`config.mk`:
```
export PLATFORM = sky130hd
export DESIGN_NAME = bcd_timer_ctrl_flat
export DESIGN_NICKNAME = d
export VERILOG_FILES = /design/src/rtl/bcd_timer_pkg.sv /design/src/rtl/bcd_timer_if.sv /design/src/rtl/bcd_digit_cell.sv /design/src/rtl/bcd_timer_ctrl.sv /design/src/flat_wrapper.sv
export SDC_FILE = /design/constraint.sdc
export NUM_CORES = 1
export LEC_CHECK = 0
export CAP_MARGIN = 40
export CELL_PAD_IN_SITES_DETAIL_PLACEMENT = 0
export CELL_PAD_IN_SITES_GLOBAL_PLACEMENT = 2
export CORE_MARGIN = 2
export CORE_UTILIZATION = 35
export DETAILED_ROUTE_END_ITERATION = 10
export PLACE_DENSITY_LB_ADDON = 0.25
export SETUP_SLACK_MARGIN = 0.5
export SLEW_MARGIN = 40
export SYNTH_ARGS = -nofsm -noshare
export SYNTH_HDL_FRONTEND = slang
export SYNTH_SLANG_ARGS = --single-unit
```
`constraint.sdc`:
```
create_clock -name clk -period 4.59 [get_ports clk]
set_input_delay 0.459 -clock clk [delete_from_list [all_inputs] [get_ports clk]]
set_output_delay 0.459 -clock clk [all_outputs]
set_load 0.01 [all_outputs]
```
`src/rtl/bcd_timer_pkg.sv`:
```
// bcd_timer_pkg: shared types and constants for the cascaded BCD timer.
//   state_e  - controller FSM states (IDLE, RUN, PAUSE, DONE)
//   DIGIT_W  - bits per BCD digit
//   BCD_MAX  - largest legal digit value
//   bcd_sat  - clamps a nibble into the legal BCD range
package bcd_timer_pkg;

  typedef enum logic [1:0] {
    ST_IDLE  = 2'd0,
    ST_RUN   = 2'd1,
    ST_PAUSE = 2'd2,
    ST_DONE  = 2'd3
  } state_e;

  localparam int                  DIGIT_W = 4;
  localparam logic [DIGIT_W-1:0]  BCD_MAX = 4'd9;

  // Any nibble above 9 is treated as 9 so a digit can never hold a non-BCD code.
  function automatic logic [DIGIT_W-1:0] bcd_sat(input logic [DIGIT_W-1:0] d);
    return (d > BCD_MAX) ? BCD_MAX : d;
  endfunction

endpackage

```
`src/rtl/bcd_timer_if.sv`:
```
// bcd_timer_if: command/status bundle of the BCD timer.
//   clear, load, preset, start, stop, dir : commands towards the timer
//   q, running, done, tc                  : status from the timer
// master = command source (e.g. a testbench or host), slave = the timer.
interface bcd_timer_if #(
  parameter int DIGITS = 4
);

  logic                  clear;
  logic                  load;
  logic [4*DIGITS-1:0]   preset;
  logic                  start;
  logic                  stop;
  logic                  dir;
  logic [4*DIGITS-1:0]   q;
  logic                  running;
  logic                  done;
  logic                  tc;

  modport master (
    output clear, load, preset, start, stop, dir,
    input  q, running, done, tc
  );

  modport slave (
    input  clear, load, preset, start, stop, dir,
    output q, running, done, tc
  );

endinterface

```
`src/rtl/bcd_digit_cell.sv`:
```
// bcd_digit_cell: one decimal digit of the counter chain.
//   clk, rst    : clock, synchronous active-high reset
//   clr_i       : zero the digit
//   load_i      : load load_val_i (clamped to 9)
//   load_val_i  : preset nibble
//   en_i        : step enable (tick for digit 0, tied high above)
//   dir_i       : 0 = up, 1 = down
//   cin_i       : carry/borrow from the lower digit
//   cout_o      : carry/borrow into the next digit
//   q_o         : registered digit value
module bcd_digit_cell
  import bcd_timer_pkg::*;
(
  input  logic               clk,
  input  logic               rst,
  input  logic               clr_i,
  input  logic               load_i,
  input  logic [DIGIT_W-1:0] load_val_i,
  input  logic               en_i,
  input  logic               dir_i,
  input  logic               cin_i,
  output logic               cout_o,
  output logic [DIGIT_W-1:0] q_o
);

  logic [DIGIT_W-1:0] q_q;
  logic [DIGIT_W-1:0] q_d;
  logic               step_s;
  logic               at_lim_s;

  // Next digit value: clear > load > step; wraps 9->0 up and 0->9 down.
  always_comb begin
    step_s   = en_i & cin_i;
    at_lim_s = dir_i ? (q_q == 4'd0) : (q_q == BCD_MAX);
    q_d      = q_q;
    if (clr_i) begin
      q_d = 4'd0;
    end else if (load_i) begin
      q_d = bcd_sat(load_val_i);
    end else if (step_s) begin
      if (dir_i) begin
        q_d = at_lim_s ? BCD_MAX : (q_q - 4'd1);
      end else begin
        q_d = at_lim_s ? 4'd0 : (q_q + 4'd1);
      end
    end else begin
      q_d = q_q;
    end
  end

  // Ripple carry/borrow: only when this digit actually steps across its limit.
  assign cout_o = step_s & at_lim_s;
  assign q_o    = q_q;

  // Digit register.
  always_ff @(posedge clk) begin
    if (rst) begin
      q_q <= 4'd0;
    end else begin
      q_q <= q_d;
    end
  end

endmodule

```
`src/rtl/bcd_timer_ctrl.sv`:
```
// bcd_timer_ctrl: prescaled up/down BCD timer with IDLE/RUN/PAUSE/DONE control.
//   DIGITS   : number of cascaded BCD digits
//   PRESCALE : clk cycles per count tick while running (1..65535)
//   clk, rst : clock, synchronous active-high reset
//   bus      : bcd_timer_if.slave (commands in, q/running/done/tc out)
// Build option: define BCD_TIMER_WRAP_EN to keep running through the terminal
// value (q wraps, tc still pulses, DONE is never entered).
module bcd_timer_ctrl
  import bcd_timer_pkg::*;
#(
  parameter int DIGITS   = 4,
  parameter int PRESCALE = 10
) (
  input  logic        clk,
  input  logic        rst,
  bcd_timer_if.slave  bus
);

  localparam logic [15:0] PRESC_LAST = 16'(PRESCALE - 1);

  state_e              state_q, state_d;
  logic [15:0]         presc_q, presc_d;
  logic                dir_q, dir_d;
  logic                tc_q, tc_d;
  logic                running_q;
  logic                done_q;

  logic [4*DIGITS-1:0] q_s;
  logic [DIGITS:0]     carry_s;
  logic                clr_s, load_s, start_s, tick_s;
  logic                all9_s, all0_s, up_hit_s, dn_hit_s, hit_s, start_term_s;

  // ---------------- digit chain ----------------
  assign carry_s[0] = 1'b1;

  genvar g;
  generate
    for (g = 0; g < DIGITS; g++) begin : g_digit
      bcd_digit_cell u_cell (
        .clk        (clk),
        .rst        (rst),
        .clr_i      (clr_s),
        .load_i     (load_s),
        .load_val_i (bus.preset[g*DIGIT_W +: DIGIT_W]),
        .en_i       ((g == 0) ? tick_s : 1'b1),
        .dir_i      (dir_q),
        .cin_i      (carry_s[g]),
        .cout_o     (carry_s[g+1]),
        .q_o        (q_s[g*DIGIT_W +: DIGIT_W])
      );
    end
  endgenerate

  // Terminal detection: already at all-9/all-0, or one tick away from it.
  always_comb begin
    all9_s   = 1'b1;
    all0_s   = 1'b1;
    up_hit_s = (q_s[DIGIT_W-1:0] == 4'd8);
    dn_hit_s = (q_s[DIGIT_W-1:0] == 4'd1);
    for (int i = 0; i < DIGITS; i++) begin
      all9_s = all9_s & (q_s[i*DIGIT_W +: DIGIT_W] == BCD_MAX);
      all0_s = all0_s & (q_s[i*DIGIT_W +: DIGIT_W] == 4'd0);
    end
    for (int i = 1; i < DIGITS; i++) begin
      up_hit_s = up_hit_s & (q_s[i*DIGIT_W +: DIGIT_W] == BCD_MAX);
      dn_hit_s = dn_hit_s & (q_s[i*DIGIT_W +: DIGIT_W] == 4'd0);
    end
    hit_s        = dir_q   ? dn_hit_s : up_hit_s;
    start_term_s = bus.dir ? all0_s   : all9_s;
  end

  // Command decode with priority clear > stop > load > start; stop only matters in RUN.
  always_comb begin
    clr_s   = bus.clear;
    load_s  = bus.load  & ~bus.clear & (state_q != ST_RUN);
    start_s = bus.start & ~bus.clear & ~bus.load & (state_q != ST_RUN);
    tick_s  = (state_q == ST_RUN) & ~bus.clear & ~bus.stop & (presc_q == PRESC_LAST);
  end

  // Controller next state, prescaler, latched direction and tc.
  always_comb begin
    state_d = state_q;
    presc_d = presc_q;
    dir_d   = dir_q;
    tc_d    = 1'b0;
    if (clr_s) begin
      state_d = ST_IDLE;
      presc_d = 16'd0;
    end else begin
      case (state_q)
        ST_RUN: begin
          if (bus.stop) begin
            state_d = ST_PAUSE;
          end else if (tick_s) begin
            presc_d = 16'd0;
            tc_d    = hit_s;
`ifdef BCD_TIMER_WRAP_EN
            state_d = ST_RUN;
`else
            // A carry out of the top digit can only follow a missed terminal;
            // parking in DONE keeps q from wrapping in the non-wrap build.
            state_d = (hit_s | carry_s[DIGITS]) ? ST_DONE : ST_RUN;
`endif
          end else begin
            presc_d = presc_q + 16'd1;
          end
        end
        ST_IDLE, ST_PAUSE, ST_DONE: begin
          if (load_s) begin
            state_d = ST_IDLE;
          end else if (start_s) begin
            dir_d   = bus.dir;
            presc_d = 16'd0;
`ifdef BCD_TIMER_WRAP_EN
            state_d = ST_RUN;
`else
            // Starting at the terminal value finishes immediately, no tick.
            state_d = start_term_s ? ST_DONE : ST_RUN;
`endif
          end else begin
            state_d = state_q;
          end
        end
        default: begin
          state_d = ST_IDLE;
        end
      endcase
    end
  end

  // FSM registers and registered status flags.
  always_ff @(posedge clk) begin
    if (rst) begin
      state_q   <= ST_IDLE;
      presc_q   <= 16'd0;
      dir_q     <= 1'b0;
      tc_q      <= 1'b0;
      running_q <= 1'b0;
      done_q    <= 1'b0;
    end else begin
      state_q   <= state_d;
      presc_q   <= presc_d;
      dir_q     <= dir_d;
      tc_q      <= tc_d;
      running_q <= (state_d == ST_RUN);
      done_q    <= (state_d == ST_DONE);
    end
  end

  assign bus.q       = q_s;
  assign bus.running = running_q;
  assign bus.done    = done_q;
  assign bus.tc      = tc_q;

endmodule

```
`src/flat_wrapper.sv`:
```
// flat-port wrapper written by rule: the top's interface ports become plain ports
module bcd_timer_ctrl_flat import bcd_timer_pkg::*;
#(
  parameter int DIGITS   = 4,
  parameter int PRESCALE = 10
)
  (clk, rst, bus_clear, bus_load, bus_preset, bus_start, bus_stop, bus_dir, bus_q, bus_running, bus_done, bus_tc);
  bcd_timer_if #(.DIGITS(DIGITS)) bus_i ();
  input  logic clk;
  input  logic rst;
  input wire logic [$bits(bus_i.clear)-1:0] bus_clear;
  input wire logic [$bits(bus_i.load)-1:0] bus_load;
  input wire logic [$bits(bus_i.preset)-1:0] bus_preset;
  input wire logic [$bits(bus_i.start)-1:0] bus_start;
  input wire logic [$bits(bus_i.stop)-1:0] bus_stop;
  input wire logic [$bits(bus_i.dir)-1:0] bus_dir;
  output wire logic [$bits(bus_i.q)-1:0] bus_q;
  output wire logic [$bits(bus_i.running)-1:0] bus_running;
  output wire logic [$bits(bus_i.done)-1:0] bus_done;
  output wire logic [$bits(bus_i.tc)-1:0] bus_tc;
  assign bus_i.clear = bus_clear;
  assign bus_i.load = bus_load;
  assign bus_i.preset = bus_preset;
  assign bus_i.start = bus_start;
  assign bus_i.stop = bus_stop;
  assign bus_i.dir = bus_dir;
  assign bus_q = bus_i.q;
  assign bus_running = bus_i.running;
  assign bus_done = bus_i.done;
  assign bus_tc = bus_i.tc;
  bcd_timer_ctrl #(.DIGITS(DIGITS), .PRESCALE(PRESCALE)) u_core (.clk(clk), .rst(rst), .bus(bus_i));
endmodule
```
# Word-level counts from Yosys, hierarchy flattened
# Cells that the tools add are included.
[word_totals] register_bits=38 latchBits=0 ramBits=0 mem_bits_ro=0 output_inout_bits=19 n_memories=0
[classes] addsub=9 n_mul=0 div_mod_pow=0 order_cmp=4 eq_ne=16 shift=0 n_mux=43 bitwise_logic=31 reduce_logical=14
[op_table] op="4-bit 2-to-1 mux" count=24
[op_table] op="16-bit 2-to-1 mux" count=4
[op_table] op="16-bit one-hot mux with 2 select lines" count=1
[op_table] op="1-bit AND" count=24
[op_table] op="4-bit equality test (second input constant)" count=5
[op_table] op="16-bit by 1-bit adder with 16-bit output (second input constant)" count=1
[op_table] op="4-bit by 1-bit adder with 4-bit output (second input constant)" count=4
[op_table] op="16-bit by 4-bit equality test with 1-bit output (second input constant)" count=1
[op_table] op="4-bit greater-than comparator (second input constant)" count=4
[op_table] op="4-bit logical NOT" count=4
[op_table] op="4-bit by 1-bit subtractor with 4-bit output (second input constant)" count=4
[op_table] op="2-bit 2-to-1 mux" count=7
[op_table] op="2-bit nonzero test" count=4
[op_table] op="2-bit equality test (second input constant)" count=3
[op_table] op="1-bit 2-to-1 mux" count=6
[op_table] op="1-bit NOT" count=6
[op_table] op="5-bit OR reduction" count=1
[op_table] op="2-bit by 1-bit equality test with 1-bit output (second input constant)" count=2
[op_table] op="4-bit by 1-bit equality test with 1-bit output (second input constant)" count=1
[op_table] op="2-bit by 1-bit inequality test with 1-bit output (second input constant)" count=2
[op_table] op="2-bit inequality test (second input constant)" count=2
[op_table] op="2-bit one-hot mux with 2 select lines" count=1
[op_table] op="4-bit AND reduction" count=1
[op_table] op="3-bit AND reduction" count=1
[op_table] op="other kinds (4)" count=4

# Logic depth before layout (Yosys ltp)
# Gate-level depths: netlist (run 1).
[depth] depth_word=15 mapped_depth=9 ltp_nobuf=7

# By module
# A second synthesis (run 1) with hierarchy kept.
[unflattened] hier_cells=353 hier_area_um2=2909.0
[modules_own_cells] module="bcd_digit_cell" instances=4 cells_per_inst=55 area_per_inst_um2=430.4 seq_area_each_um2=80.1
[modules_own_cells] module="bcd_timer_ctrl" instances=1 cells_per_inst=133 area_per_inst_um2=1187.4 seq_area_each_um2=440.4

# Worst setup path after synthesis (run 1)
# No wires, ideal clock.
[synth_path] kind="reg2reg" startpoint="register u_core.presc_q[0]" endpoint="register u_core.g_digit[1].u_cell.q_q[2]" setup_time_ns=0.074 arrival_time_ns=2.722 t_required_ns=4.516 slack_ns=1.794 stages_incl_launch_ff=9 path_cell_list="dfxtp_1 -> ha_1 -> or4b_1 -> or4_1 -> buf_2 -> or3_1 -> buf_6 -> or4_1 -> a31oi_1"
[synth_via] elab_chain_cells=4
[synth_lines] element="start, declared" line="bcd_timer_ctrl.sv:22" rtl="logic [15:0] presc_q, presc_d;"
[synth_lines] element="start signal, assigned" line="bcd_timer_ctrl.sv:142" rtl="presc_q <= presc_d;"
[synth_lines] element="16-bit by 4-bit equality test with 1-bit output" line="bcd_timer_ctrl.sv:77" rtl="tick_s = (state_q == ST_RUN) & ~bus.clear & ~bus.stop & (presc_q == PRESC_LAST);"
[synth_lines] element="1-bit AND" line="bcd_timer_ctrl.sv:77"
[synth_lines] element="1-bit AND" line="bcd_digit_cell.sv:52" rtl="assign cout_o = step_s & at_lim_s;"
[synth_lines] element="2-bit nonzero test (no source line)"
[synth_lines] element="end signal, assigned" line="bcd_digit_cell.sv:60" rtl="q_q <= q_d;"
[synth_lines] element="end, declared" line="bcd_digit_cell.sv:26" rtl="logic [DIGIT_W-1:0] q_q;"
# No other way between the ends.
# A chain may end at the register's enable or synchronous reset.

# Worst setup path after layout (run 1)
# Same ends and word-level chain as after synthesis.

==> results of run 1 <==
worst reg2reg max path: stages, from the launching register on:
cell                      delay (ns)
sky130_fd_sc_hd__dfxtp_1        0.42
sky130_fd_sc_hd__ha_1           0.19
sky130_fd_sc_hd__or4b_1         0.50
sky130_fd_sc_hd__or4_1          0.70
sky130_fd_sc_hd__or3_1          0.57
sky130_fd_sc_hd__or4_1          0.51
sky130_fd_sc_hd__a31oi_1        0.16
cells in the mapped netlist, drive strengths merged, types with 6 or more instances:
library cell  instances  area share [%]
a21oi                25             4.3
a31oi                11             2.4
clkbuf               14             2.5
dfxtp                38              26
ha                   16             6.8
inv                  20             2.6
nand2                30             3.8
nand2b                6             1.3
nand3                16             2.7
nand4                 9             1.9
nor2                 22             2.8
nor3                 14             2.4
nor3b                 7             1.8
nor4bb                7             2.4
o211ai                7             1.8
o21ai                21             3.6
o22ai                 6             1.3
or3                   7             1.5
or4                   6             1.7
worst paths after layout:
check             slack [ns]                             from                                            to  depth (start not counted)
hold / removal          0.52  u_core.presc_q[14]$_SDFFE_PP0P_               u_core.presc_q[14]$_SDFFE_PP0P_                          1
hold reg to reg         0.52  u_core.presc_q[14]$_SDFFE_PP0P_               u_core.presc_q[14]$_SDFFE_PP0P_                          1
setup reg to reg        1.45   u_core.presc_q[0]$_SDFFE_PP0P_  u_core.g_digit[1].u_cell.q_o[2]$_SDFFE_PP0P_                          6
setup / recovery        1.45   u_core.presc_q[0]$_SDFFE_PP0P_  u_core.g_digit[1].u_cell.q_o[2]$_SDFFE_PP0P_                          6
registers in the layout, summed over array words and instances (netlist names):
signal / cells
u_core.presc_q: 16
u_core.bus.done: 1
u_core.bus.tc: 1
u_core.bus.running: 1
u_core.g_digit.u_cell.q_o: 16
u_core.state_q: 2
u_core.dir_q: 1
where the power goes:
part	leakage (nW)	internal, mW	switching (mW)
clock	0.0573	0.174	0.120
sequential	0.307	0.334	0.0113
combinational	0.845	0.0525	0.0568
cell families (layout without fill, tap and decap cells):
logic type                 count (synthesis)  count (layout)
AOI/OAI and AO/OA                        114             114
xor gates and xnor gates                   7               7
adders and majority gates                 16              16
buffers and inverters                     40              75
DFF                                       38              38
muxes                                      3               3
and+or+nand+nor                          155             155
area by class of cell:
cell class                 count  area, µm²  area share, %
clock buffer                   6      82.58          2.349
clock inverter                 1      30.03         0.8541
inverter                      20      75.07          2.135
multi-input combinational    295       1973          56.12
sequential                    38      760.7          21.64
tap                          105      131.4          3.737
timing repair buffer          48      462.9          13.17
metrics by stage:
stage	hold WS (ns)	worst slack, ns	power, mW
floorplan	0.4637	1.794	0.4139
CTS	0.5182	1.445	0.7587
global route	0.5411	1.232	0.7890
global placement	0.4981	1.302	0.4624
finish	0.5201	1.447	0.7484
detailed placement	0.5057	1.259	0.4612
per-layer routing:
metal	GRT usage [%]	share of wire (%)
met5	0	0
met4	4.762	0.80
met3	3.715	4.1
met2	27.29	42
met1	30.16	53
==> run summary, run 1 <==
OUTCOME
----------------------------------------------------------------------------------
Run status                                                            finished, final reports clean

GRT
----------------------------------------------------------------------------------
Initial antenna violation count                                                  0
Via count of the first global-routing pass                                    2682
Maximum number of pins on one net before global-route repair                    26
Global-route usage over all layers                                          19.48%
Global-route congestion overflow total                                           0
Global-route wire length before repair                                    13.94 mm

CTS
----------------------------------------------------------------------------------
Hold_buf cts                                                                     0
CTS root buffer                                                       sky130_fd_sc_hd__clkbuf_8
Count of instances resized after the clock tree is built                         0
Maximum root-to-sink buffer count                                                2
Clock transition at the registers of the reported paths                    0.08 ns
Post-CTS Repair Setup Buffers                                                    0
Skew-Pair Late Insertion Delay                                             0.29 ns
Number of sinks driven by the clock tree                                        38
H-tree depth                                                                     2
Number of buffers created by CTS                                                 5
CTS tree                                                                       yes

SYNTHESIS
----------------------------------------------------------------------------------
Simple-gate share of the synthesized area                                   30.74%
Yosys warning total                                                              0
Compound-cell area share of the yosys netlist                               26.34%
Mean Syn Cell Area                                                       7.846 µm²
Summed instance area of the synthesized netlist                           2927 µm²
Number of unique standard cell types used by synthesis                          67
Number of synthesized flops with an enable pin                                   0
Net count after synthesis                                                      412
Xor/xnor cell area share of the yosys netlist                               2.095%
Post-synthesis register bit count                                               38
Fraction of synthesized area in multiplexers                                1.069%
Combinational family with the most area after synthesis               simple AND/OR/NAND/NOR gates
Post-Synth Adder-Cell Area                                                  6.841%
Sequential-to-total area share from yosys stat                              25.99%
Share of synthesized registers carrying an async set or reset                   0%
Synthesized instance count                                                     373
Post-synth top flop                                                   sky130_fd_sc_hd__dfxtp_1

STA
----------------------------------------------------------------------------------
Endpoints failing hold                                                           0
Total negative slack for setup checks                                         0 ns
Achievable frequency                                                     318.2 MHz
Worst clock skew                                                        0.01306 ns
Transition at the pin with the smallest max-transition slack             0.7788 ns
Period Utilization, post-route                                              68.48%
Remaining max-slew budget at the tightest pin                               48.08%
Final-report max-slew violation count                                            0
Minimum clock period after layout                                         3.143 ns
RSZ-0062 raised after global routing                                            no
Count of final setup violators                                                   0

PLACEMENT
----------------------------------------------------------------------------------
Number of cells after detailed placement                                       506
Half-perimeter wire length after placement                                6.104 mm
Total placed instance area                                                3401 µm²
Buffers added on ports                                                          41
GPL Wtd Cong                                                                0.7968

RUN
----------------------------------------------------------------------------------
Maximum capacitance violations                                                   0

SETUP PATH
----------------------------------------------------------------------------------
Sequence of cells on the critical path                                ha_1 > or4b_1 > or4_1 > or3_1 > or4_1 > a31oi_1
Slowest library cell on the worst path                                sky130_fd_sc_hd__or4_1
Critical path's top delay family                                      simple AND/OR/NAND/NOR gates
Startpoint class of the critical path                                    flip-flop
Data arrival time of the critical path                                     3.35 ns
Worst Setup End Kind                                                     flip-flop
Number of buffer and inverter instances along the worst setup path               0
Crit-path max cell delay                                                   0.70 ns
Most repeated library cell on the critical path                       sky130_fd_sc_hd__or4_1
Worst Setup Path Type                                                 flip-flop to flip-flop
Crit path max fanout                                                             9
Critical path required time                                                4.80 ns

ROUTING
----------------------------------------------------------------------------------
Iteration-0 DRC count of the detailed router                                   163
Wirelength per Cell                                                       16.58 µm
DR vias/cell                                                                 5.858
Remaining number of nets flagged by the antenna check after routing              0
Post-route DRC                                                                   0
First-pass DRT Iterations                                                        4
Total wire length after detailed routing                                  8.507 mm
Number of vias after detailed routing                                         3005

FLOORPLANNING
----------------------------------------------------------------------------------
Floorplan core area                                                       8175 µm²
Die ar.                                                                   9109 µm²
Die span in x                                                             95.44 µm
Floorplan row count                                                             33
Top-Level Pins                                                                  42
Effective utilization at floorplan                                          35.80%
Die height                                                                95.44 µm

LAYOUT
----------------------------------------------------------------------------------
Layout area overhead                                                        20.14%
Leading cell type in the layout, fill and taps excluded               sky130_fd_sc_hd__clkdlybuf4s50_1
Cell Count, Final, Fillers Out                                                 513
Antenna Diode Count                                                              0
Final core occ                                                              43.01%
Post-route cell area                                                      3516 µm²
Most used cells in the layout excluding fill and tap cells            41 x sky130_fd_sc_hd__clkdlybuf4s50_1, 38 x sky130_fd_sc_hd__dfxtp_1, 30 x sky130_fd_sc_hd__nand2_1
# nets final                                                                   447
Fraction of final layout cells with drive strength greater than 1           7.353%
Fillers                                                                        840

POWER
----------------------------------------------------------------------------------
Leakage Power                                                             1.209 nW
Total power density per cell area                                     212.9 nW/µm²
Maximum ir drop on the vdd rail                                          0.1029 mV

HOLD PATH
----------------------------------------------------------------------------------
Tightest Hold Check Type                                              flip-flop to flip-flop

Power figures use the tool's default switching activity.
==> run 2, diff against run 1 <==
--- a/config.mk
+++ b/config.mk
@@ -9,7 +9,7 @@
 export CELL_PAD_IN_SITES_DETAIL_PLACEMENT = 0
 export CELL_PAD_IN_SITES_GLOBAL_PLACEMENT = 2
 export CORE_MARGIN = 2
-export CORE_UTILIZATION = 35
+export CORE_UTILIZATION = 32
 export DETAILED_ROUTE_END_ITERATION = 10
 export PLACE_DENSITY_LB_ADDON = 0.25
 export SETUP_SLACK_MARGIN = 0.5
==> constraint.sdc (replaced) <==
create_clock -name clk -period 3.25 [get_ports clk]
set_input_delay 0.325 -clock clk [delete_from_list [all_inputs] [get_ports clk]]
set_output_delay 0.325 -clock clk [all_outputs]
set_load 0.01 [all_outputs]
==> run 2 against run 1 <==
Effect of this change:
- critical path depth grew 1
- via count grew 1.7%
- worst hold slack lost 0.0021 ns
- clock skew shrank 0.0065 ns
- critical path type unchanged
==> run summary, run 2 (synthesized netlist as in run 1, its figures left out) <==
SETUP PATH
----------------------------------------------------------------------------------
Most repeated library cell on the critical path                       sky130_fd_sc_hd__or4_4   was sky130_fd_sc_hd__or4_1
Launching point of the worst reg2reg path                             u_core.presc_q[1]$_SDFFE_PP0P_   was u_core.presc_q[0]$_SDFFE_PP0P_
Register-to-register setup slack                                           0.53 ns   was 1.45 ns
Critical path required time                                                3.47 ns   was 4.80 ns
Sequence of cells on the critical path                                inv_2 > ha_4 > or4b_4 > or4_4 > or3_4 > or4_4 > a31oi_1   was ha_1 > or4b_1 > or4_1 > or3_1 > or4_1 > a31oi_1
Crit-path max cell delay                                                   0.59 ns   was 0.70 ns
Worst Setup Path Type                                                 flip-flop to flip-flop   unchanged
Cell count of the worst reg-to-reg path                                          7   was 6
Data arrival time of the critical path                                     2.94 ns   was 3.35 ns
Terminus of the critical flop-to-flop path                            u_core.g_digit[1].u_cell.q_o[2]$_SDFFE_PP0P_   unchanged
Crit path max fanout                                                             7   was 9
Startpoint class of the critical path                                    flip-flop   unchanged
Critical path's top delay family                                      simple AND/OR/NAND/NOR gates   unchanged
Slowest library cell on the worst path                                sky130_fd_sc_hd__or4_4   was sky130_fd_sc_hd__or4_1
Worst Setup End Kind                                                     flip-flop   unchanged
Number of buffer and inverter instances along the worst setup path               1   was 0

ROUTING
----------------------------------------------------------------------------------
DR vias/cell                                                                 5.735   was 5.858
Iteration-0 DRC count of the detailed router                                   126   was 163
Number of vias after detailed routing                                         3057   was 3005
Total wire length after detailed routing                                  8.935 mm   was 8.507 mm
Wirelength per Cell                                                       16.76 µm   was 16.58 µm
Remaining number of nets flagged by the antenna check after routing              0   unchanged
Post-route DRC                                                                   0   unchanged
First-pass DRT Iterations                                                        4   unchanged

STA
----------------------------------------------------------------------------------
RSZ-0062 raised after global routing                                           yes   was no
Achievable frequency                                                     368.2 MHz   was 318.2 MHz
Total negative slack for setup checks                                         0 ns   unchanged
Worst clock skew                                                       0.006573 ns   was 0.01306 ns
Transition at the pin with the smallest max-transition slack             0.7821 ns   was 0.7788 ns
Period Utilization, post-route                                              83.56%   was 68.48%
Final-report max-slew violation count                                            0   unchanged
Minimum hold slack                                                       0.5180 ns   was 0.5201 ns
Count of final setup violators                                                   0   unchanged
Minimum clock period after layout                                         2.716 ns   was 3.143 ns
Min setup slack post-route                                               0.5343 ns   was 1.447 ns
Remaining max-slew budget at the tightest pin                               47.86%   was 48.08%
Endpoints failing hold                                                           0   unchanged

LAYOUT
----------------------------------------------------------------------------------
Layout area overhead                                                        25.48%   was 20.14%
Fillers                                                                        915   was 840
Multi-input logic area                                                    2016 µm²   was 1973 µm²
Most used cells in the layout excluding fill and tap cells            41 x sky130_fd_sc_hd__clkdlybuf4s50_1, 36 x sky130_fd_sc_hd__dfxtp_1, 30 x sky130_fd_sc_hd__nand2_1   was 41 x sky130_fd_sc_hd__clkdlybuf4s50_1, 38 x sky130_fd_sc_hd__dfxtp_1, 30 x sky130_fd_sc_hd__nand2_1
Post-route cell area                                                      3672 µm²   was 3516 µm²
Area taken by flip-flops and latches                                     768.2 µm²   was 760.7 µm²
# nets final                                                                   463   was 447
Antenna Diode Count                                                              0   unchanged
Final core occ                                                              41.70%   was 43.01%
Fraction of final layout cells with drive strength greater than 1           13.18%   was 7.353%
Cell Count, Final, Fillers Out                                                 533   was 513
Leading cell type in the layout, fill and taps excluded               sky130_fd_sc_hd__clkdlybuf4s50_1   unchanged

PLACEMENT
----------------------------------------------------------------------------------
Worst slack after detailed placement                                     0.2451 ns   was 1.259 ns
Buffers added on ports                                                          41   unchanged
Number of cells after detailed placement                                       516   was 506
Total placed instance area                                                3466 µm²   was 3401 µm²
GPL Wtd Cong                                                                0.7896   was 0.7968
Half-perimeter wire length after placement                                6.346 mm   was 6.104 mm

GRT
----------------------------------------------------------------------------------
Via count of the first global-routing pass                                    2865   was 2682
Maximum number of pins on one net before global-route repair                    26   unchanged
Global-route congestion overflow total                                           0   unchanged
Global-route usage over all layers                                          18.51%   was 19.48%
Initial antenna violation count                                                  0   unchanged
Global-route wire length before repair                                    15.06 mm   was 13.94 mm

CTS
----------------------------------------------------------------------------------
Number of buffers created by CTS                                                 5   unchanged
CTS tree                                                                       yes   unchanged
CTS root buffer                                                       sky130_fd_sc_hd__clkbuf_8   unchanged
Number of sinks driven by the clock tree                                        38   unchanged
Maximum root-to-sink buffer count                                                2   unchanged
H-tree depth                                                                     2   unchanged
Clock transition at the registers of the reported paths                    0.08 ns   about the same
Hold_buf cts                                                                     0   unchanged
Skew-Pair Late Insertion Delay                                             0.30 ns   was 0.29 ns

HOLD PATH
----------------------------------------------------------------------------------
Tightest Hold Check Type                                              flip-flop to flip-flop   unchanged
Worst hold endpoint                                                   u_core.presc_q[9]$_SDFFE_PP0P_   was u_core.presc_q[14]$_SDFFE_PP0P_
Worst hold path startpoint                                            u_core.presc_q[9]$_SDFFE_PP0P_   was u_core.presc_q[14]$_SDFFE_PP0P_
Cell depth of the worst min-delay path                                           2   was 1

RUN
----------------------------------------------------------------------------------
Maximum capacitance violations                                                   0   unchanged

FLOORPLANNING
----------------------------------------------------------------------------------
Floorplan row count                                                             34   was 33
Effective utilization at floorplan                                          33.23%   was 35.80%
Die span in x                                                             99.63 µm   was 95.44 µm
Floorplan core area                                                       8806 µm²   was 8175 µm²
Die ar.                                                                   9926 µm²   was 9109 µm²
Top-Level Pins                                                                  42   unchanged
Die height                                                                99.63 µm   was 95.44 µm

OUTCOME
----------------------------------------------------------------------------------
Run status                                                            finished, final reports clean   unchanged

POWER
----------------------------------------------------------------------------------
Maximum ir drop on the vdd rail                                          0.1475 mV   was 0.1029 mV
Leakage Power                                                             1.287 nW   was 1.209 nW
Total design power                                                       0.9982 mW   was 0.7484 mW
Total power density per cell area                                     271.8 nW/µm²   was 212.9 nW/µm²

-- run 2: changes by cell type in the layout (fill, tap and decap cells not counted), moves of 2 or more --
cell	previous run	this run
sky130_fd_sc_hd__dfxtp_1	38	36
sky130_fd_sc_hd__or4_4	1	4
sky130_fd_sc_hd__or4_1	4	2
sky130_fd_sc_hd__buf_4	7	23
sky130_fd_sc_hd__dfxtp_4	0	2
-- run 2: area by class of cell --
cell class | count | area share [%]
Tap cell | 108 | 3.680
Clock inverter | 2 | 0.3407
Clock buffer | 6 | 2.249
Inverter | 20 | 2.044
Sequential cell | 38 | 20.92
Multi-Input combinational cell | 295 | 54.89
Timing Repair Buffer | 64 | 15.88
-- run 2: worst register-to-register path, stage by stage, from the launching register on --
cell and delay [ns]:
sky130_fd_sc_hd__dfxtp_4 0.36, sky130_fd_sc_hd__inv_2 0.06, sky130_fd_sc_hd__ha_4 0.11, sky130_fd_sc_hd__or4b_4 0.47, sky130_fd_sc_hd__or4_4 0.59, sky130_fd_sc_hd__or3_4 0.46, sky130_fd_sc_hd__or4_4 0.42, sky130_fd_sc_hd__a31oi_1 0.16
-- run 2: worst max-delay path by stage --
| stage | slack (ns) | endpoint | startpoint | cells past startpoint |
|---|---|---|---|---|
| 2_1_floorplan | 0.51 | u_core.g_digit[3].u_cell.q_o[1]$_SDFFE_PP0P_ | u_core.presc_q[1]$_SDFFE_PP0P_ | 8 |
| 3_3_place_gp | 0.28 | u_core.g_digit[1].u_cell.q_o[2]$_SDFFE_PP0P_ | bus_clear | 6 |
| 3_5_place_dp | 0.25 | u_core.g_digit[2].u_cell.q_o[3]$_SDFFE_PP0P_ | bus_clear | 6 |
| 4_1_cts | 0.52 | u_core.g_digit[1].u_cell.q_o[2]$_SDFFE_PP0P_ | u_core.presc_q[1]$_SDFFE_PP0P_ | 7 |
| 5_1_grt | 0.45 | u_core.g_digit[1].u_cell.q_o[2]$_SDFFE_PP0P_ | u_core.presc_q[1]$_SDFFE_PP0P_ | 7 |
| 6_report | 0.53 | u_core.g_digit[1].u_cell.q_o[2]$_SDFFE_PP0P_ | u_core.presc_q[1]$_SDFFE_PP0P_ | 7 |
-- run 2: report_power, final --
part | leakage, nW | switching, mW | internal [mW] | total [mW]
combinational | 0.931 | 0.0839 | 0.0778 | 0.162
clock | 0.0472 | 0.180 | 0.171 | 0.351
sequential | 0.309 | 0.0153 | 0.470 | 0.486
-- run 2: layer usage --
metal	GRT usage (%)	vias to the layer above	share of wire, %
li1	-	1528	-
met1	27.76	1463	52
met2	28.07	62	43
met3	3.162	4	3.8
met4	3.161	0	0.56
met5	0	-	0
-- run 2: repair_timing --
item	4_1_cts	5_1_grt
endpoints found under the setup margin	7	6
pin swaps	1	4
cloned	0	0
resized for setup	4	8
setup buffers	2	7
==> run 3, diff against run 2 <==
--- a/config.mk
+++ b/config.mk
@@ -9,7 +9,7 @@
 export CELL_PAD_IN_SITES_DETAIL_PLACEMENT = 0
 export CELL_PAD_IN_SITES_GLOBAL_PLACEMENT = 2
 export CORE_MARGIN = 2
-export CORE_UTILIZATION = 32
+export CORE_UTILIZATION = 29
 export DETAILED_ROUTE_END_ITERATION = 10
 export PLACE_DENSITY_LB_ADDON = 0.25
 export SETUP_SLACK_MARGIN = 0.5
==> constraint.sdc (replaced) <==
create_clock -name clk -period 2.4 [get_ports clk]
set_input_delay 0.24 -clock clk [delete_from_list [all_inputs] [get_ports clk]]
set_output_delay 0.24 -clock clk [all_outputs]
set_load 0.01 [all_outputs]
==> run 3 against run 2 <==
Effect of this change:
- the run now ends with setup timing left
- critical path type unchanged
- global-route usage is 0.42 points lower
- core utilization is 1.8 points higher
- critical endpoint is now u_core.g_digit[3].u_cell.q_o[3]$_SDFFE_PP0P_
- sequential share of layout area is 3.0 points lower
- critical path depth is 1 higher
- setup slack worse by 0.62 ns
- first-iteration DRC count is 13% lower
- highest routed layer unchanged
- flip-flop and latch count stayed put
==> run summary, run 3 (synthesized netlist as in run 1, its figures left out) <==
OUTCOME
----------------------------------------------------------------------------------
Run status                                                            finished, violations left   was finished, final reports clean
Violations in the final reports                                       setup timing

SETUP PATH
----------------------------------------------------------------------------------
Worst Setup Path Type                                                 flip-flop to flip-flop   unchanged
Register-to-register setup slack                                          -0.09 ns   was 0.53 ns
Sequence of cells on the critical path                                inv_2 > ha_4 > or4b_4 > or4_4 > or3_4 > buf_4 > a211o_2 > o311a_1   was inv_2 > ha_4 > or4b_4 > or4_4 > or3_4 > or4_4 > a31oi_1
Slowest library cell on the worst path                                sky130_fd_sc_hd__or4_4   unchanged
Crit path max fanout                                                             4   was 7
Number of buffer and inverter instances along the worst setup path               2   was 1
Launching point of the worst reg2reg path                             u_core.presc_q[1]$_SDFFE_PP0P_   unchanged
Startpoint class of the critical path                                    flip-flop   unchanged
Worst Setup End Kind                                                     flip-flop   unchanged
Terminus of the critical flop-to-flop path                            u_core.g_digit[3].u_cell.q_o[3]$_SDFFE_PP0P_   was u_core.g_digit[1].u_cell.q_o[2]$_SDFFE_PP0P_
Cell count of the worst reg-to-reg path                                          8   was 7
Critical path required time                                                2.59 ns   was 3.47 ns
Critical path's top delay family                                      simple AND/OR/NAND/NOR gates   unchanged
Crit-path max cell delay                                                   0.53 ns   was 0.59 ns
Data arrival time of the critical path                                     2.68 ns   was 2.94 ns

ROUTING
----------------------------------------------------------------------------------
First-pass DRT Iterations                                                        5   was 4
Number of vias after detailed routing                                         3227   was 3057
Post-route DRC                                                                   0   unchanged
Remaining number of nets flagged by the antenna check after routing              0   unchanged
Iteration-0 DRC count of the detailed router                                   109   was 126
DR vias/cell                                                                 5.352   was 5.735
Total wire length after detailed routing                                  9.798 mm   was 8.935 mm
Wirelength per Cell                                                       16.25 µm   was 16.76 µm

PLACEMENT
----------------------------------------------------------------------------------
GPL Wtd Cong                                                                0.8298   was 0.7896
Half-perimeter wire length after placement                                7.066 mm   was 6.346 mm
Buffers added on ports                                                          41   unchanged

GRT
----------------------------------------------------------------------------------
Global-route usage over all layers                                          18.08%   was 18.51%
Global-route congestion overflow total                                           0   unchanged
Via count of the first global-routing pass                                    3022   was 2865
Maximum number of pins on one net before global-route repair                    22   was 26
Initial antenna violation count                                                  0   unchanged
Global-route wire length before repair                                    15.97 mm   was 15.06 mm

LAYOUT
----------------------------------------------------------------------------------
Leading cell type in the layout, fill and taps excluded               sky130_fd_sc_hd__buf_4   was sky130_fd_sc_hd__clkdlybuf4s50_1
Antenna Diode Count                                                              0   unchanged
Fraction of final layout cells with drive strength greater than 1           24.89%   was 13.18%
# nets final                                                                   508   was 463
Most used cells in the layout excluding fill and tap cells            57 x sky130_fd_sc_hd__buf_4, 41 x sky130_fd_sc_hd__clkdlybuf4s50_1, 36 x sky130_fd_sc_hd__dfxtp_1   was 41 x sky130_fd_sc_hd__clkdlybuf4s50_1, 36 x sky130_fd_sc_hd__dfxtp_1, 30 x sky130_fd_sc_hd__nand2_1
Layout area overhead                                                        45.36%   was 25.48%

HOLD PATH
----------------------------------------------------------------------------------
Tightest Hold Check Type                                              primary input to flip-flop   was flip-flop to flip-flop
Worst hold endpoint                                                   u_core.g_digit[1].u_cell.q_o[1]$_SDFFE_PP0P_   was u_core.presc_q[9]$_SDFFE_PP0P_
Cell depth of the worst min-delay path                                           3   was 2
Worst hold path startpoint                                            bus_preset[5]   was u_core.presc_q[9]$_SDFFE_PP0P_

POWER
----------------------------------------------------------------------------------
Power share of the clock group                                               37.8%   was 35.2%
Portion of total power attributed to combinational logic                     17.7%   was 16.2%
Total design power                                                        1.470 mW   was 0.9982 mW
Sequential group share of total power                                        44.5%   was 48.6%
Internal power                                                            1.077 mW   was 0.7188 mW
Switching power                                                          0.3930 mW   was 0.2795 mW
Leakage Power                                                             1.595 nW   was 1.287 nW
Total power density per cell area                                     345.5 nW/µm²   was 271.8 nW/µm²
Share of total power consumed by net switching                              26.74%   was 28.00%
Maximum ir drop on the vdd rail                                          0.2275 mV   was 0.1475 mV

FLOORPLANNING
----------------------------------------------------------------------------------
Die height                                                                104.5 µm   was 99.63 µm
Die ar.                                                                  10910 µm²   was 9926 µm²
Floorplan core area                                                       9774 µm²   was 8806 µm²
Effective utilization at floorplan                                          29.94%   was 33.23%
Die span in x                                                             104.5 µm   was 99.63 µm
Floorplan row count                                                             36   was 34
Top-Level Pins                                                                  42   unchanged

STA
----------------------------------------------------------------------------------
Minimum clock period after layout                                         2.489 ns   was 2.716 ns
Min setup slack post-route                                             -0.08934 ns   was 0.5343 ns
Worst clock skew                                                       0.007592 ns   was 0.006573 ns
Achievable frequency                                                     401.7 MHz   was 368.2 MHz
Transition at the pin with the smallest max-transition slack             0.5262 ns   was 0.7821 ns
Total negative slack for setup checks                                   -0.3548 ns   was 0 ns
Endpoints failing hold                                                           0   unchanged
Final-report max-slew violation count                                            0   unchanged
Minimum hold slack                                                       0.5765 ns   was 0.5180 ns
Remaining max-slew budget at the tightest pin                               64.87%   was 47.86%
Period Utilization, post-route                                              103.7%   was 83.56%
RSZ-0062 raised after global routing                                           yes   unchanged
Count of final setup violators                                                   7   was 0

CTS
----------------------------------------------------------------------------------
H-tree depth                                                                     2   unchanged
Number of buffers created by CTS                                                 5   unchanged
CTS root buffer                                                       sky130_fd_sc_hd__clkbuf_8   unchanged
Skew-Pair Late Insertion Delay                                             0.30 ns   about the same
Clock transition at the registers of the reported paths                    0.08 ns   about the same
Number of sinks driven by the clock tree                                        38   unchanged
CTS tree                                                                       yes   unchanged
Maximum root-to-sink buffer count                                                2   unchanged

RUN
----------------------------------------------------------------------------------
Maximum capacitance violations                                                   0   unchanged

run 3: cell types whose count changed in the layout (fill, tap and decap cells not counted), sizes merged:
| cell | before | now |
|---|---|---|
| clkinv | 1 | 0 |
| clkbuf | 6 | 8 |
| buf | 23 | 67 |
| bufinv | 0 | 1 |
| clkinvlp | 1 | 0 |
run 3: worst max path at each step:
stage,startpoint,depth (start not counted),to
finish,u_core.presc_q[1]$_SDFFE_PP0P_,8,u_core.g_digit[3].u_cell.q_o[3]$_SDFFE_PP0P_
global route,u_core.presc_q[1]$_SDFFE_PP0P_,7,u_core.g_digit[1].u_cell.q_o[2]$_SDFFE_PP0P_
CTS,u_core.presc_q[1]$_SDFFE_PP0P_,7,u_core.g_digit[1].u_cell.q_o[2]$_SDFFE_PP0P_
detailed placement,bus_clear,6,u_core.g_digit[1].u_cell.q_o[3]$_SDFFE_PP0P_
global placement,bus_clear,6,u_core.g_digit[1].u_cell.q_o[2]$_SDFFE_PP0P_
floorplan,u_core.presc_q[1]$_SDFFE_PP0P_,9,u_core.g_digit[1].u_cell.q_o[2]$_SDFFE_PP0P_
run 3: power groups by stage:
stage          logic, mW  clock network (mW)  registers [mW]
2_1_floorplan      0.125                   0           0.669
3_3_place_gp       0.246                   0           0.669
3_5_place_dp       0.246                   0           0.669
4_1_cts            0.254               0.574           0.654
5_1_grt            0.283               0.596           0.657
6_report           0.260               0.556           0.654
run 3: repair_timing:
| action | 4_1_cts | 5_1_grt |
|---|---|---|
| setup endpoints to repair | 36 | 36 |
| hold buffers | 0 | 0 |
| setup buffers | 4 | 4 |
| gates resized for setup | 21 | 19 |
| pin swaps | 12 | 15 |
| cloned | 1 | 0 |
run 3: tightest hold or removal path: stages:
cell,delay [ns]
sky130_fd_sc_hd__clkdlybuf4s50_1,0.42
sky130_fd_sc_hd__nand4b_1,0.11
sky130_fd_sc_hd__o21ai_1,0.07
run 3: metrics by stage:
stage	utilization (%)	cell area [µm²]	setup WS [ns]	std cells
5_1_grt	43.52	4254	-0.1622	603
2_1_floorplan	-	2962	-0.2408	373
6_report	43.52	4254	-0.08934	603
4_1_cts	42.40	4144	-0.1164	599
3_3_place_gp	39.70	3880	-0.2671	586
3_5_place_dp	39.70	3880	-0.2927	586
run 3: per-layer routing:
layer | track usage [%] | vias to the layer above | share of wire, %
met5 | 0 | - | 0
met4 | 6.274 | 0 | 1.7
met3 | 3.008 | 10 | 3.5
met2 | 25.82 | 58 | 43
met1 | 27.05 | 1540 | 51
li1 | - | 1619 | -
run 3: cell type report:
type,count,area (µm²)
clock buffer,7,76.32
fill,1019,5520
multi-input combinational,295,2150
tap,133,166.4
clock inverter,1,30.03
sequential,38,763.2
timing repair buffer,109,993.5
inverter,20,75.07
